### src/rtl/angle_range_reducer_if.sv
//------------------------------------------------------------------------------
// Module : angle_range_reducer_if
// Brief  : Valid/ready angle-in / folded-angle-out bundle for the range reducer.
// Rev    : 1.0
//------------------------------------------------------------------------------
`default_nettype none

interface angle_range_reducer_if;
    logic signed [15:0] in_angle;
    logic               in_valid;
    logic               in_ready;
    logic signed [15:0] out_x;
    logic        [1:0]  out_quad;
    logic               out_valid;
    logic               out_ready;

    modport master (
        output in_angle, in_valid, out_ready,
        input  in_ready, out_x, out_quad, out_valid
    );

    modport slave (
        input  in_angle, in_valid, out_ready,
        output in_ready, out_x, out_quad, out_valid
    );
endinterface

`default_nettype wire

### src/rtl/angle_range_reducer.sv
//------------------------------------------------------------------------------
// Module : angle_range_reducer
// Brief  : Reduces a Q4.12 angle modulo 2*pi into [-pi, pi], folds it into
//          [-pi/2, pi/2] and emits it in Q2.14 with its quadrant code.
// Rev    : 1.0
//------------------------------------------------------------------------------
`default_nettype none

module angle_range_reducer #(
    parameter int TWO_PI_Q  = 25736,
    parameter int PI_Q      = 12868,
    parameter int HALF_PI_Q = 6434
) (
    input  wire logic            clk,
    input  wire logic            rst,
    angle_range_reducer_if.slave bus
);

    localparam logic signed [17:0] c_two_pi  = 18'(TWO_PI_Q);
    localparam logic signed [17:0] c_pi      = 18'(PI_Q);
    localparam logic signed [17:0] c_half_pi = 18'(HALF_PI_Q);

    typedef enum logic [1:0] {
        S_IDLE   = 2'd0,
        S_REDUCE = 2'd1,
        S_FOLD   = 2'd2,
        S_DONE   = 2'd3
    } state_t;

    state_t                    r_state;
    state_t                    w_state_next;
    logic signed [17:0]        r_w;
    logic signed [15:0]        r_out_x;
    logic        [1:0]         r_out_quad;
    logic                      r_out_valid;
    logic signed [17:0]        w_fold;
    logic        [1:0]         w_quad;

    always_ff @(posedge clk) begin
        if (rst) begin
            r_state <= S_IDLE;
        end else begin
            r_state <= w_state_next;
        end
    end

    always_comb begin
        w_state_next = r_state;
        case (r_state)
            S_IDLE: begin
                if (bus.in_valid) begin
                    w_state_next = S_REDUCE;
                end
            end
            S_REDUCE: begin
                if (!(r_w > c_pi) && !(r_w < -c_pi)) begin
                    w_state_next = S_FOLD;
                end
            end
            S_FOLD: begin
                w_state_next = S_DONE;
            end
            S_DONE: begin
                if (bus.out_ready) begin
                    w_state_next = S_IDLE;
                end
            end
            default: w_state_next = S_IDLE;
        endcase
    end

    // Folding uses sin(pi-x) = sin(x) and sin(-pi-x) = sin(x); +/-pi/2 stay put.
    always_comb begin
        w_fold = r_w;
        w_quad = 2'd0;
        if (r_w > c_half_pi) begin
            w_fold = c_pi - r_w;
            w_quad = 2'd1;
        end else if (r_w < -c_half_pi) begin
            w_fold = -c_pi - r_w;
            w_quad = 2'd2;
        end else if (r_w < 18'sd0) begin
            w_quad = 2'd3;
        end
    end

    always_ff @(posedge clk) begin
        if (rst) begin
            r_w         <= '0;
            r_out_x     <= '0;
            r_out_quad  <= '0;
            r_out_valid <= 1'b0;
        end else begin
            case (r_state)
                S_IDLE: begin
                    if (bus.in_valid) begin
                        r_w <= {{2{bus.in_angle[15]}}, bus.in_angle};
                    end
                end
                S_REDUCE: begin
                    if (r_w > c_pi) begin
                        r_w <= r_w - c_two_pi;
                    end else if (r_w < -c_pi) begin
                        r_w <= r_w + c_two_pi;
                    end
                end
                S_FOLD: begin
                    // |fold| <= pi/2, so the Q4.12 -> Q2.14 shift cannot overflow.
                    r_out_x     <= {w_fold[13:0], 2'b00};
                    r_out_quad  <= w_quad;
                    r_out_valid <= 1'b1;
                end
                S_DONE: begin
                    if (bus.out_ready) begin
                        r_out_valid <= 1'b0;
                    end
                end
                default: ;
            endcase
        end
    end

    assign bus.in_ready  = (r_state == S_IDLE);
    assign bus.out_x     = r_out_x;
    assign bus.out_quad  = r_out_quad;
    assign bus.out_valid = r_out_valid;

endmodule

`default_nettype wire
### src/flat_wrapper.sv
// flat-port wrapper written by rule: the top's interface ports become plain ports
module angle_range_reducer_flat 
#(
    parameter int TWO_PI_Q  = 25736,
    parameter int PI_Q      = 12868,
    parameter int HALF_PI_Q = 6434
)
  (clk, rst, bus_in_angle, bus_in_valid, bus_out_ready, bus_in_ready, bus_out_x, bus_out_quad, bus_out_valid);
  angle_range_reducer_if bus_i ();
  input  wire logic clk;
  input  wire logic rst;
  input wire logic [$bits(bus_i.in_angle)-1:0] bus_in_angle;
  input wire logic [$bits(bus_i.in_valid)-1:0] bus_in_valid;
  input wire logic [$bits(bus_i.out_ready)-1:0] bus_out_ready;
  output wire logic [$bits(bus_i.in_ready)-1:0] bus_in_ready;
  output wire logic [$bits(bus_i.out_x)-1:0] bus_out_x;
  output wire logic [$bits(bus_i.out_quad)-1:0] bus_out_quad;
  output wire logic [$bits(bus_i.out_valid)-1:0] bus_out_valid;
  assign bus_i.in_angle = bus_in_angle;
  assign bus_i.in_valid = bus_in_valid;
  assign bus_i.out_ready = bus_out_ready;
  assign bus_in_ready = bus_i.in_ready;
  assign bus_out_x = bus_i.out_x;
  assign bus_out_quad = bus_i.out_quad;
  assign bus_out_valid = bus_i.out_valid;
  angle_range_reducer #(.TWO_PI_Q(TWO_PI_Q), .PI_Q(PI_Q), .HALF_PI_Q(HALF_PI_Q)) u_core (.clk(clk), .rst(rst), .bus(bus_i));
endmodule
### config.mk
export PLATFORM = sky130hd
export DESIGN_NAME = angle_range_reducer_flat
export DESIGN_NICKNAME = d
export VERILOG_FILES = /design/src/rtl/angle_range_reducer_if.sv /design/src/rtl/angle_range_reducer.sv /design/src/flat_wrapper.sv
export SDC_FILE = /design/constraint.sdc
export NUM_CORES = 1
export LEC_CHECK = 0
export ABC_AREA = 0
export BUFFER_PORTS_ARGS = -buffer_cell sky130_fd_sc_hd__buf_4
export CORE_ASPECT_RATIO = 1.25
export CORE_MARGIN = 4
export CORE_UTILIZATION = 35
export CTS_BUF_LIST = sky130_fd_sc_hd__clkbuf_4 sky130_fd_sc_hd__clkbuf_8 sky130_fd_sc_hd__clkbuf_16
export DETAILED_ROUTE_END_ITERATION = 8
export PLACE_DENSITY = 0.51
export SLEW_MARGIN = 20
export SYNTH_ARGS = -nofsm -noshare
export SYNTH_HDL_FRONTEND = slang
export SYNTH_SLANG_ARGS = --single-unit
### constraint.sdc
create_clock -name clk -period 3.6 [get_ports clk]
set_input_delay 0.72 -clock clk [delete_from_list [all_inputs] [get_ports clk]]
set_output_delay 0.72 -clock clk [all_outputs]
set_load 0.01 [all_outputs]
### Yosys cells after proc, flatten, opt, wreduce, memory -nomap -nowiden

Index checks and enable logic that the tools add are counted.

* div/mod/pow operators: 0
* bitwise logic cells: 0
* shift operators: 0
* multiply operators: 0
* reduce and logical (&&, ||, !) cells: 9
* eq/ne operators: 7
* order comparisons: 5
* mux-type cells: 15
* add/sub/neg operators: 4

Operators by type and width (number)
* 2-to-1 mux 18 bit: 3
* case mux 18 bit (2 select lines): 1
* 2-to-1 mux 14 bit: 2
* subtractor 13 x 14 -> 14 bit (first input constant): 2
* adder 18 x 16 -> 18 bit (second input constant): 1
* > comparator 18 x 14 -> 1 bit (second input constant): 1
* > comparator 18 x 15 -> 1 bit (second input constant): 1
* < comparator 18 x 1 -> 1 bit (second input constant): 1
* < comparator 18 x 14 -> 1 bit (second input constant): 1
* < comparator 18 x 15 -> 1 bit (second input constant): 1
* subtractor 18 x 16 -> 18 bit (second input constant): 1
* 2-to-1 mux 2 bit: 6
* case mux 2 bit (4 select lines): 1
* AND reduction 3 bit: 2
* == test 2 bit (second input constant): 2
* != test 2 bit (second input constant): 2
* nonzero test 2 bit: 2
* != test 3 x 1 -> 1 bit (second input constant): 1
* == test 2 x 1 -> 1 bit (second input constant): 1
* logical NOT 1 bit: 2
* logical NOT 2 bit: 1
* != test 2 x 1 -> 1 bit (second input constant): 1
* case mux 1 bit (2 select lines): 1
* AND reduction 2 bit: 1
* other kinds (2): 2

* ROM bits: 0
* input port bits: 20
* word-level logic and storage cells: 45
* bits in latches: 0
* RAM bits: 0
* register bits: 37
* memories kept: 0

### Logic depth before layout (Yosys ltp)

Gate-level depths: netlist of the first run.

* depth in word-level cells: 5
* depth in mapped cells: 16
* gate-level depth less buffers: 15

### Least setup slack after synthesis of the first run

OpenSTA, ideal clock, no wires.

* path kind: flip-flop to flip-flop
* from: register u_core.r_w[1]
* to: register u_core.r_w[14]
* setup slack: 46 ps
* library setup time: 91 ps
* buffers on the path: 1
* arrival time: 3463 ps
* stages on the path, launching flop included: 16
* path through: dfxtp_1 inv_1 ha_1 and2_0 a211o_2 a31oi_4 inv_2 buf_4 ha_1 o31ai_2 o31ai_1 a21o_4 a221oi_4 nor3_1 or4_1 a311oi_1

* longest elaborated chain between the ends: 4
* elaborated cells on any way between the ends: 9
* classes of those cells: add/sub: 2; order compare: 2; eq/ne: 1; mux: 3; reduce/logical: 1

RTL lines
* from (decl): RTL line angle_range_reducer.sv:32 `logic signed [17:0] r_w;`
* from (signal assigned): RTL line angle_range_reducer.sv:97 `r_w <= {{2{bus.in_angle[15]}}, bus.in_angle};`
* from (signal assigned): RTL line angle_range_reducer.sv:102 `r_w <= r_w - c_two_pi;`
* from (signal assigned): RTL line angle_range_reducer.sv:104 `r_w <= r_w + c_two_pi;`
* adder 18 x 16 -> 18 bit: RTL line angle_range_reducer.sv:104
* 2-to-1 mux 18 bit: RTL line angle_range_reducer.sv:103 `end else if (r_w < -c_pi) begin`
* 2-to-1 mux 18 bit: RTL line angle_range_reducer.sv:101 `if (r_w > c_pi) begin`
* case mux 18 bit (2 select lines): RTL line angle_range_reducer.sv:94 `case (r_state)`

Parallel ways exist; a longest one is shown, timed or not. The select of a mux whose other input is x is not followed.
A chain may end at the register's enable or synchronous reset.

### Final worst setup path of the first run

* from: register u_core.r_w[0]
* to: register u_core.r_w[14]

Same word-level chain as after synthesis.

==> key figures, run 1 <==
Run status
  • Status: finished clean

Worst setup path
  • Crit-path max cell delay: 0.53 ns
  • Worst Path Arrival: 3.60 ns
  • CP endpoint kind: flop
  • Max FO, Critical Path: 6
  • CP cell instances: inv_1 -> ha_1 -> and2_0 -> a211o_2 -> a31oi_4 -> inv_2 -> ha_2 -> o31ai_2 -> nor2_1 -> a21o_4 -> a221oi_4 -> nor3_1 -> or4_1 -> a311oi_2
  • CP Buf/Inv Count: 2
  • Cell family with most CP delay: compound AO/OA/AOI/OAI gates
  • CP max stage cell: or4_1
  • Worst Path Required: 3.80 ns
  • Worst Path Class, Setup: flop to flop
  • Startpoint Class: flop

Flow run
  • Max_cap viols: 0

Synthesis
  • Post-Syn Area: 0.00330 mm²
  • Sequential element share of the synthesized area: 22.4%
  • Asr flop ratio synth: 0%
  • Yosys warns: 0
  • Primary FF master, synth: dfxtp_1
  • Unique masters post-synth: 70
  • EDFF count, synth: 0
  • Syn Inst Count: 454
  • Synth Area per Inst: 7.27 µm²
  • Seq cells post-synth: 37

Timing
  • Setup TNS: 0 ns
  • Worst slew pin tran: 1.07 ns
  • F_max: 294 MHz
  • Final Hold Slack: 0.484 ns
  • Slew Limit Headroom: 28.8%
  • RSZ-0062 raised after global routing: no
  • Final Hold Vio Count: 0
  • Final clock skew: 0.00528 ns
  • Period utilisation layout: 94.4%
  • Max Slew Vio Count: 0
  • Tmin final: 3.40 ns
  • Final Setup Violations: 0

GRT
  • Gr ovfl total: 0
  • Number of antenna violations at the first check in global routing: 0
  • Met2 usage: 34.0%
  • GR Layer Usage met1: 24.6%
  • Total GRT Usage: 19.7%
  • First-pass GRT wire length: 17,100 µm
  • Vias in the first global route: 3,267
  • Gr busiest metal: met2
  • Grt met3 use: 2.51%
  • Largest net degree at the start of global routing: 39

Layout
  • Design Area, Final: 0.00391 mm²
  • Area grow syn2layout: 18.5%
  • Fillers: 1,006
  • Register area: 743 µm²
  • Multi-input logic area: 0.00235 mm²
  • Final design utilization: 42.6%
  • Nets@finish: 513
  • Layout cell share with drive strength beyond 1: 19.7%
  • Non-Filler Instances: 605
  • Diode count: 0

Routing
  • DRC: 0
  • Drt wl/cell: 17.5 µm
  • Vias per cell: 5.71
  • Drt total wl: 10,600 µm
  • Vias: 3,455
  • Detailed Route Iter0 Violations: 142
  • DRT Pass-1 Iters: 4
  • Post-route ant nets: 0

Pwr
  • Peak supply drop: 0.324 mV
  • Pwr dens: 958 mW/mm²
  • LEAKAGE: 1.48 nW

CTS
  • Clock Tree Root: clkbuf_16
  • Post-CTS resize count: 0
  • # clock sinks: 37
  • CTS tree: yes
  • Clk slew on worst S/H paths: 0.06 ns
  • Htree depth: 2
  • Post-CTS Setup Inserts: 0
  • Clk_lat worst skew: 0.29 ns
  • CTS Buf Count: 5
  • Maximum root-to-sink buffer count: 2
  • Post-CTS Hold Buffers: 0

Placement
  • Placed cells: 597
  • GP Congestion: 0.907
  • DP Area: 0.00373 mm²
  • Dpl hpwl: 7850 µm
  • PortBufs: 37

Die
  • Die extent in x: 94.9 µm
  • Die height: 117 µm
  • Num rows: 39
  • Die Area: 0.0111 mm²
  • Core area: 0.00917 mm²
  • IO Pins: 40
  • Initial Util: 36.0%

Min path
  • Hold Path Class: flop to flop
==> layout make-up <==
cell class              instances  area share, %
clock buffers                   6           3.39
multi-input cells             361           60.2
repair buffers                 62           11.9
inverters                      14           1.34
flip-flops and latches         37           19.0
clock inverters                 2          0.256
well taps                     123           3.93
==> cell families (layout without fill, tap and decap cells) <==
kind of cell	Yosys count	in the layout	synth area share (%)
AND/OR/NAND/NOR	187	187	28.4
AO/OA/AOI/OAI	133	133	29.0
buffers and inverters	57	84	7.58
flip-flops	37	37	22.4
multiplexers	19	19	5.84
adder cells (fa/ha/maj)	12	12	4.55
XOR/XNOR	8	8	2.12
other	1	2	0.114
==> worst register-to-register path, stage by stage, from the launching register on <==
cell and delay, ns:
dfxtp_2 0.36, inv_1 0.07, ha_1 0.21, and2_0 0.16, a211o_2 0.36, a31oi_4 0.19
inv_2 0.08, ha_2 0.31, o31ai_2 0.09, nor2_1 0.10, a21o_4 0.26, a221oi_4 0.25
nor3_1 0.11, or4_1 0.53, a311oi_2 0.23
==> sequential cells by signal, summed over array words and instances, names as in the netlist <==
name                  cells
u_core.r_w               18
u_core.bus.out_x         14
u_core.bus.out_quad       2
u_core.r_state            2
u_core.bus.out_valid      1
==> where the power goes <==
part | internal [mW] | switching, mW
clock network | 0.262 | 0.176
logic | 1.07 | 1.60
registers | 0.526 | 0.117
total | 1.86 | 1.89
==> synth_stat cells (3+ instances only) <==
| master | count | area [µm²] |
|---|---|---|
| clkbuf_1 | 30 | 113 |
| a211o_1 | 3 | 26.3 |
| o221ai_1 | 3 | 26.3 |
| nand3_1 | 11 | 55.1 |
| o311ai_0 | 4 | 35.0 |
| a211oi_1 | 13 | 97.6 |
| xnor2_1 | 6 | 52.6 |
| a21oi_1 | 25 | 125 |
| o31ai_1 | 7 | 52.6 |
| o21a_1 | 4 | 30.0 |
| a221oi_1 | 3 | 26.3 |
| nand2_1 | 44 | 165 |
| a41oi_1 | 3 | 26.3 |
| nor2_1 | 48 | 180 |
| o21ai_0 | 23 | 115 |
| nand2b_1 | 4 | 25.0 |
| ha_1 | 12 | 150 |
| nor3_1 | 16 | 80.1 |
| or3_1 | 9 | 56.3 |
| inv_1 | 13 | 48.8 |
| buf_2 | 5 | 25.0 |
| a31oi_1 | 7 | 43.8 |
| buf_4 | 4 | 30.0 |
| and2_1 | 14 | 87.6 |
| nand4b_1 | 3 | 26.3 |
| or2_2 | 3 | 18.8 |
| dfxtp_1 | 37 | 741 |
| nor4_1 | 4 | 25.0 |
| nor2b_1 | 8 | 50.1 |
| mux2i_1 | 17 | 170 |
| o22ai_1 | 3 | 18.8 |
| o211ai_1 | 4 | 30.0 |
| o21bai_1 | 3 | 22.5 |
| and3_1 | 6 | 37.5 |
| nand4_1 | 7 | 43.8 |
==> routing by layer <==
layer  vias up  part of all wire (%)
met1      1635                    44
met4         0                   3.1
li1       1710                     -
met3        22                   4.2
met5         -                     0
met2        88                    49
==> layout by cell type, fill, tap and decap left out, types with 5 or more instances in the layout <==
master	n
a211oi_1	13
a21oi_1	24
a31oi_1	7
and2_1	14
and3_1	6
buf_4	62
clkbuf_16	5
dfxtp_1	35
ha_1	11
inv_1	13
mux2i_1	17
nand2_1	44
nand3_1	11
nand4_1	7
nor2_1	48
nor2b_1	8
nor3_1	16
o21ai_0	23
o31ai_1	6
or3_1	9
xnor2_1	6
==> final timing paths <==
| kind | slack [ns] | end | cells after the start | start |
|---|---|---|---|---|
| max | 0.20 | u_core.r_w[14] | 14 | u_core.r_w[0] |
| min | 0.48 | u_core.bus.out_x[7] | 2 | u_core.bus.out_x[7] |
| max reg2reg | 0.20 | u_core.r_w[14] | 14 | u_core.r_w[0] |
| min reg2reg | 0.48 | u_core.bus.out_x[7] | 2 | u_core.bus.out_x[7] |
==> metrics by stage <==
step | setup slack [ns] | power [mW]
floorplan | 0.0465 | 2.53
global placement | 0.215 | 3.22
detailed placement | 0.132 | 3.24
CTS | 0.103 | 3.69
global route | 0.00579 | 4.06
finish | 0.200 | 3.75
Note: power is estimated with default switching activity, not from simulation.
==> inputs of run 2 (changes only) <==
--- a/config.mk
+++ b/config.mk
@@ -5,14 +5,14 @@
 export SDC_FILE = /design/constraint.sdc
 export NUM_CORES = 1
 export LEC_CHECK = 0
-export ABC_AREA = 0
+export ABC_AREA = 1
 export BUFFER_PORTS_ARGS = -buffer_cell sky130_fd_sc_hd__buf_4
 export CORE_ASPECT_RATIO = 1.25
 export CORE_MARGIN = 4
 export CORE_UTILIZATION = 35
 export CTS_BUF_LIST = sky130_fd_sc_hd__clkbuf_4 sky130_fd_sc_hd__clkbuf_8 sky130_fd_sc_hd__clkbuf_16
 export DETAILED_ROUTE_END_ITERATION = 8
-export PLACE_DENSITY = 0.51
+export PLACE_DENSITY = 0.52
 export SLEW_MARGIN = 20
 export SYNTH_ARGS = -nofsm -noshare
 export SYNTH_HDL_FRONTEND = slang
==> run 2 against run 1 <==
Compared with the run above:
- worst setup slack better by 0.37 ns
- sequential share of layout area is 0.20 points lower
- clock skew is 0.0046 ns higher
- first-iteration DRC count is 31% higher
- critical path depth is 2 higher
- utilization is 1.8 points lower
- routed wire length is 6.5% higher
- worst hold slack worse by 0.0060 ns
- die area is 4.5% higher
- power is 11% higher
- clock power is 3% higher
- global-route usage is 0.14 points lower
- critical endpoint is now u_core.bus.out_x[15]
==> key figures, run 2 <==
GRT
  • First-pass GRT wire length: 18,500 µm
  • Number of antenna violations at the first check in global routing: 0
  • Total GRT Usage: 19.6%
  • Gr ovfl total: 0
  • Largest net degree at the start of global routing: 30
  • Vias in the first global route: 3,715

CTS
  • Htree depth: 2
  • Clk slew on worst S/H paths: 0.07 ns
  • Clk_lat worst skew: 0.29 ns
  • Post-CTS Setup Inserts: 0
  • CTS Buf Count: 5
  • # clock sinks: 37
  • Post-CTS Hold Buffers: 0
  • CTS tree: yes
  • Maximum root-to-sink buffer count: 2
  • Post-CTS resize count: 0
  • Clock Tree Root: clkbuf_16

Placement
  • PortBufs: 37
  • Dpl hpwl: 8640 µm
  • Place WS: 0.600 ns
  • GP Congestion: 0.928
  • DP Area: 0.00379 mm²

Routing
  • Vias: 3,711
  • DRT Pass-1 Iters: 4
  • DRC: 0
  • Detailed Route Iter0 Violations: 186
  • Vias per cell: 5.15
  • Post-route ant nets: 0
  • Drt total wl: 11,300 µm
  • Drt wl/cell: 15.7 µm

Synthesis
  • Leading area contributor after synthesis: dfxtp_1
  • Largest family of logic cells by synthesized area: simple AND/OR/NAND/NOR gates
  • Area contributors post-synth: dfxtp_1 (21%), nand2_1 (13%), inv_1 (7.8%), a21oi_1 (6.8%), nand3_1 (6.8%)
  • EDFF count, synth: 0
  • Post-synthesis mux area share: 0%
  • Asr flop ratio synth: 0%
  • Simple-gate share of the synthesized area: 34.3%
  • Post-Syn Area: 0.00346 mm²
  • Post-Synth XOR/XNOR Area: 5.09%
  • Top-area cell type share of the netlist area: 21.4%
  • Adder-cell share of the synthesized area: 4.33%
  • Primary FF master, synth: dfxtp_1
  • Syn Inst Count: 568
  • Post-synth top cells: nand2_1 (118), inv_1 (72), nor2_1 (55)
  • Most frequent cell after synthesis: nand2_1
  • Post-synthesis compound-gate area fraction: 21.2%
  • Sequential element share of the synthesized area: 21.4%
  • Yosys warns: 0
  • Synth Area per Inst: 6.10 µm²
  • Seq cells post-synth: 37
  • Unique masters post-synth: 44

Worst setup path
  • CP max stage cell: dfxtp_1
  • Worst Path Arrival: 3.22 ns
  • CP cell instances: inv_1 -> nor2_1 -> a21oi_1 -> o31ai_1 -> a311oi_1 -> nor3_1 -> inv_1 -> ha_1 -> inv_1 -> a211oi_1 -> a21oi_1 -> o21ai_1 -> xor2_1 -> nand2_1 -> nand2_1 -> inv_1
  • Max FO, Critical Path: 8
  • CP endpoint kind: flop
  • Most used cell along the critical path: inv_1
  • Startpoint Class: flop
  • Worst Path Class, Setup: flop to flop
  • Worst Path Required: 3.80 ns
  • Crit-path max cell delay: 0.52 ns

Die
  • Initial Util: 35.9%
  • Core area: 0.00966 mm²
  • Die extent in x: 97.0 µm
  • Die Area: 0.0116 mm²
  • IO Pins: 40
  • Die height: 119 µm
  • Num rows: 40

Timing
  • Tmin final: 3.03 ns
  • Max Slew Vio Count: 0
  • RSZ-0062 raised after global routing: no
  • Period utilisation layout: 84.2%
  • Setup TNS: 0 ns
  • Final Hold Vio Count: 0
  • F_max: 330 MHz
  • Worst slew pin tran: 0.942 ns
  • Slew Limit Headroom: 37.1%
  • Final WS setup: 0.571 ns
  • Final Setup Violations: 0
  • Final clock skew: 0.00987 ns

Pwr
  • Power share of the combinational group: 70.5%
  • Flop pwr share: 18.6%
  • P_int: 1.81 mW
  • Total power: 4.16 mW
  • Peak supply drop: 0.307 mV
  • Part of the power in the clock network: 10.9%
  • Pwr dens: 1050 mW/mm²
  • NetSw: 2.34 mW
  • Sw Share: 56.4%
  • LEAKAGE: 1.86 nW

Layout
  • Most frequent cells in the layout: nand2_1 (118), inv_1 (72), nor2_1 (55)
  • Number of flip-flops in the largest register: 18
  • Most common cell after layout, fill and taps aside: nand2_1
  • Nets@finish: 625
  • Largest Register: u_core.r_w
  • Diode count: 0
  • Area grow syn2layout: 13.7%
  • Layout cell share with drive strength beyond 1: 15.0%
  • Design Area, Final: 0.00394 mm²
  • Multi-input logic area: 0.00226 mm²
  • Fillers: 1,081
  • Register area: 741 µm²

Min path
  • Hold Path Class: flop to flop

Run status
  • Status: finished clean

Flow run
  • Max_cap viols: 0
## run 2: power by group through the flow
stage | registers (mW) | logic (mW) | clock network [mW]
floorplan | 0.705 | 2.27 | 0
global placement | 0.781 | 2.92 | 0
detailed placement | 0.779 | 2.93 | 0
CTS | 0.772 | 2.95 | 0.460
global route | 0.799 | 3.32 | 0.475
finish | 0.774 | 2.93 | 0.453
## run 2: cell families after synthesis
group,after synthesis
AND/OR/NAND/NOR,262
AO/OA/AOI/OAI,131
adder cells (fa/ha/maj),12
flip-flops,37
buffers and inverters,107
XOR/XNOR,18
other,1
## run 2: final timing paths
check	from	end	slack (ns)	depth (start not counted)
worst max-delay path	u_core.r_w[4]	u_core.bus.out_x[15]	0.57	16
worst min-delay path	u_core.bus.out_x[3]	u_core.bus.out_x[3]	0.48	2
worst max register to register	u_core.r_w[4]	u_core.bus.out_x[15]	0.57	16
worst min register to register	u_core.bus.out_x[3]	u_core.bus.out_x[3]	0.48	2
## run 2: final cells by class
cell class / count / share of cell area [%]
multi-input cells: 425 / 57.3
clock buffers: 5 / 3.18
clock inverters: 3 / 0.572
repair buffers: 45 / 8.57
flip-flops and latches: 37 / 18.8
well taps: 126 / 4.00
inverters: 79 / 7.59
## run 2: metrics by stage
| step | util, % | hold slack (ns) | instances |
|---|---|---|---|
| 2_1_floorplan | - | 0.475 | 569 |
| 3_3_place_gp | 39.3 | 0.464 | 712 |
| 3_5_place_dp | 39.3 | 0.464 | 712 |
| 4_1_cts | 40.8 | 0.480 | 720 |
| 5_1_grt | 40.8 | 0.493 | 720 |
| 6_report | 40.8 | 0.478 | 720 |
## run 2: routing by layer
layer / wire (µm) / GRT usage (%) / vias up
li1: - / - / 1908
met5: 0 / 0 / -
met1: 4970 / 24.6 / 1687
met3: 395 / 2.40 / 26
met2: 5620 / 34.3 / 90
met4: 302 / 7.02 / 0
## run 2: critical path, delay by kind of cell, from the launching register on
kind | cells | cell delay [ns]
simple gates | 4 | 0.59
compound gates | 6 | 0.97
xor+xnor | 1 | 0.17
buf+inv | 4 | 0.38
fa+ha+maj | 1 | 0.30
flops | 1 | 0.52
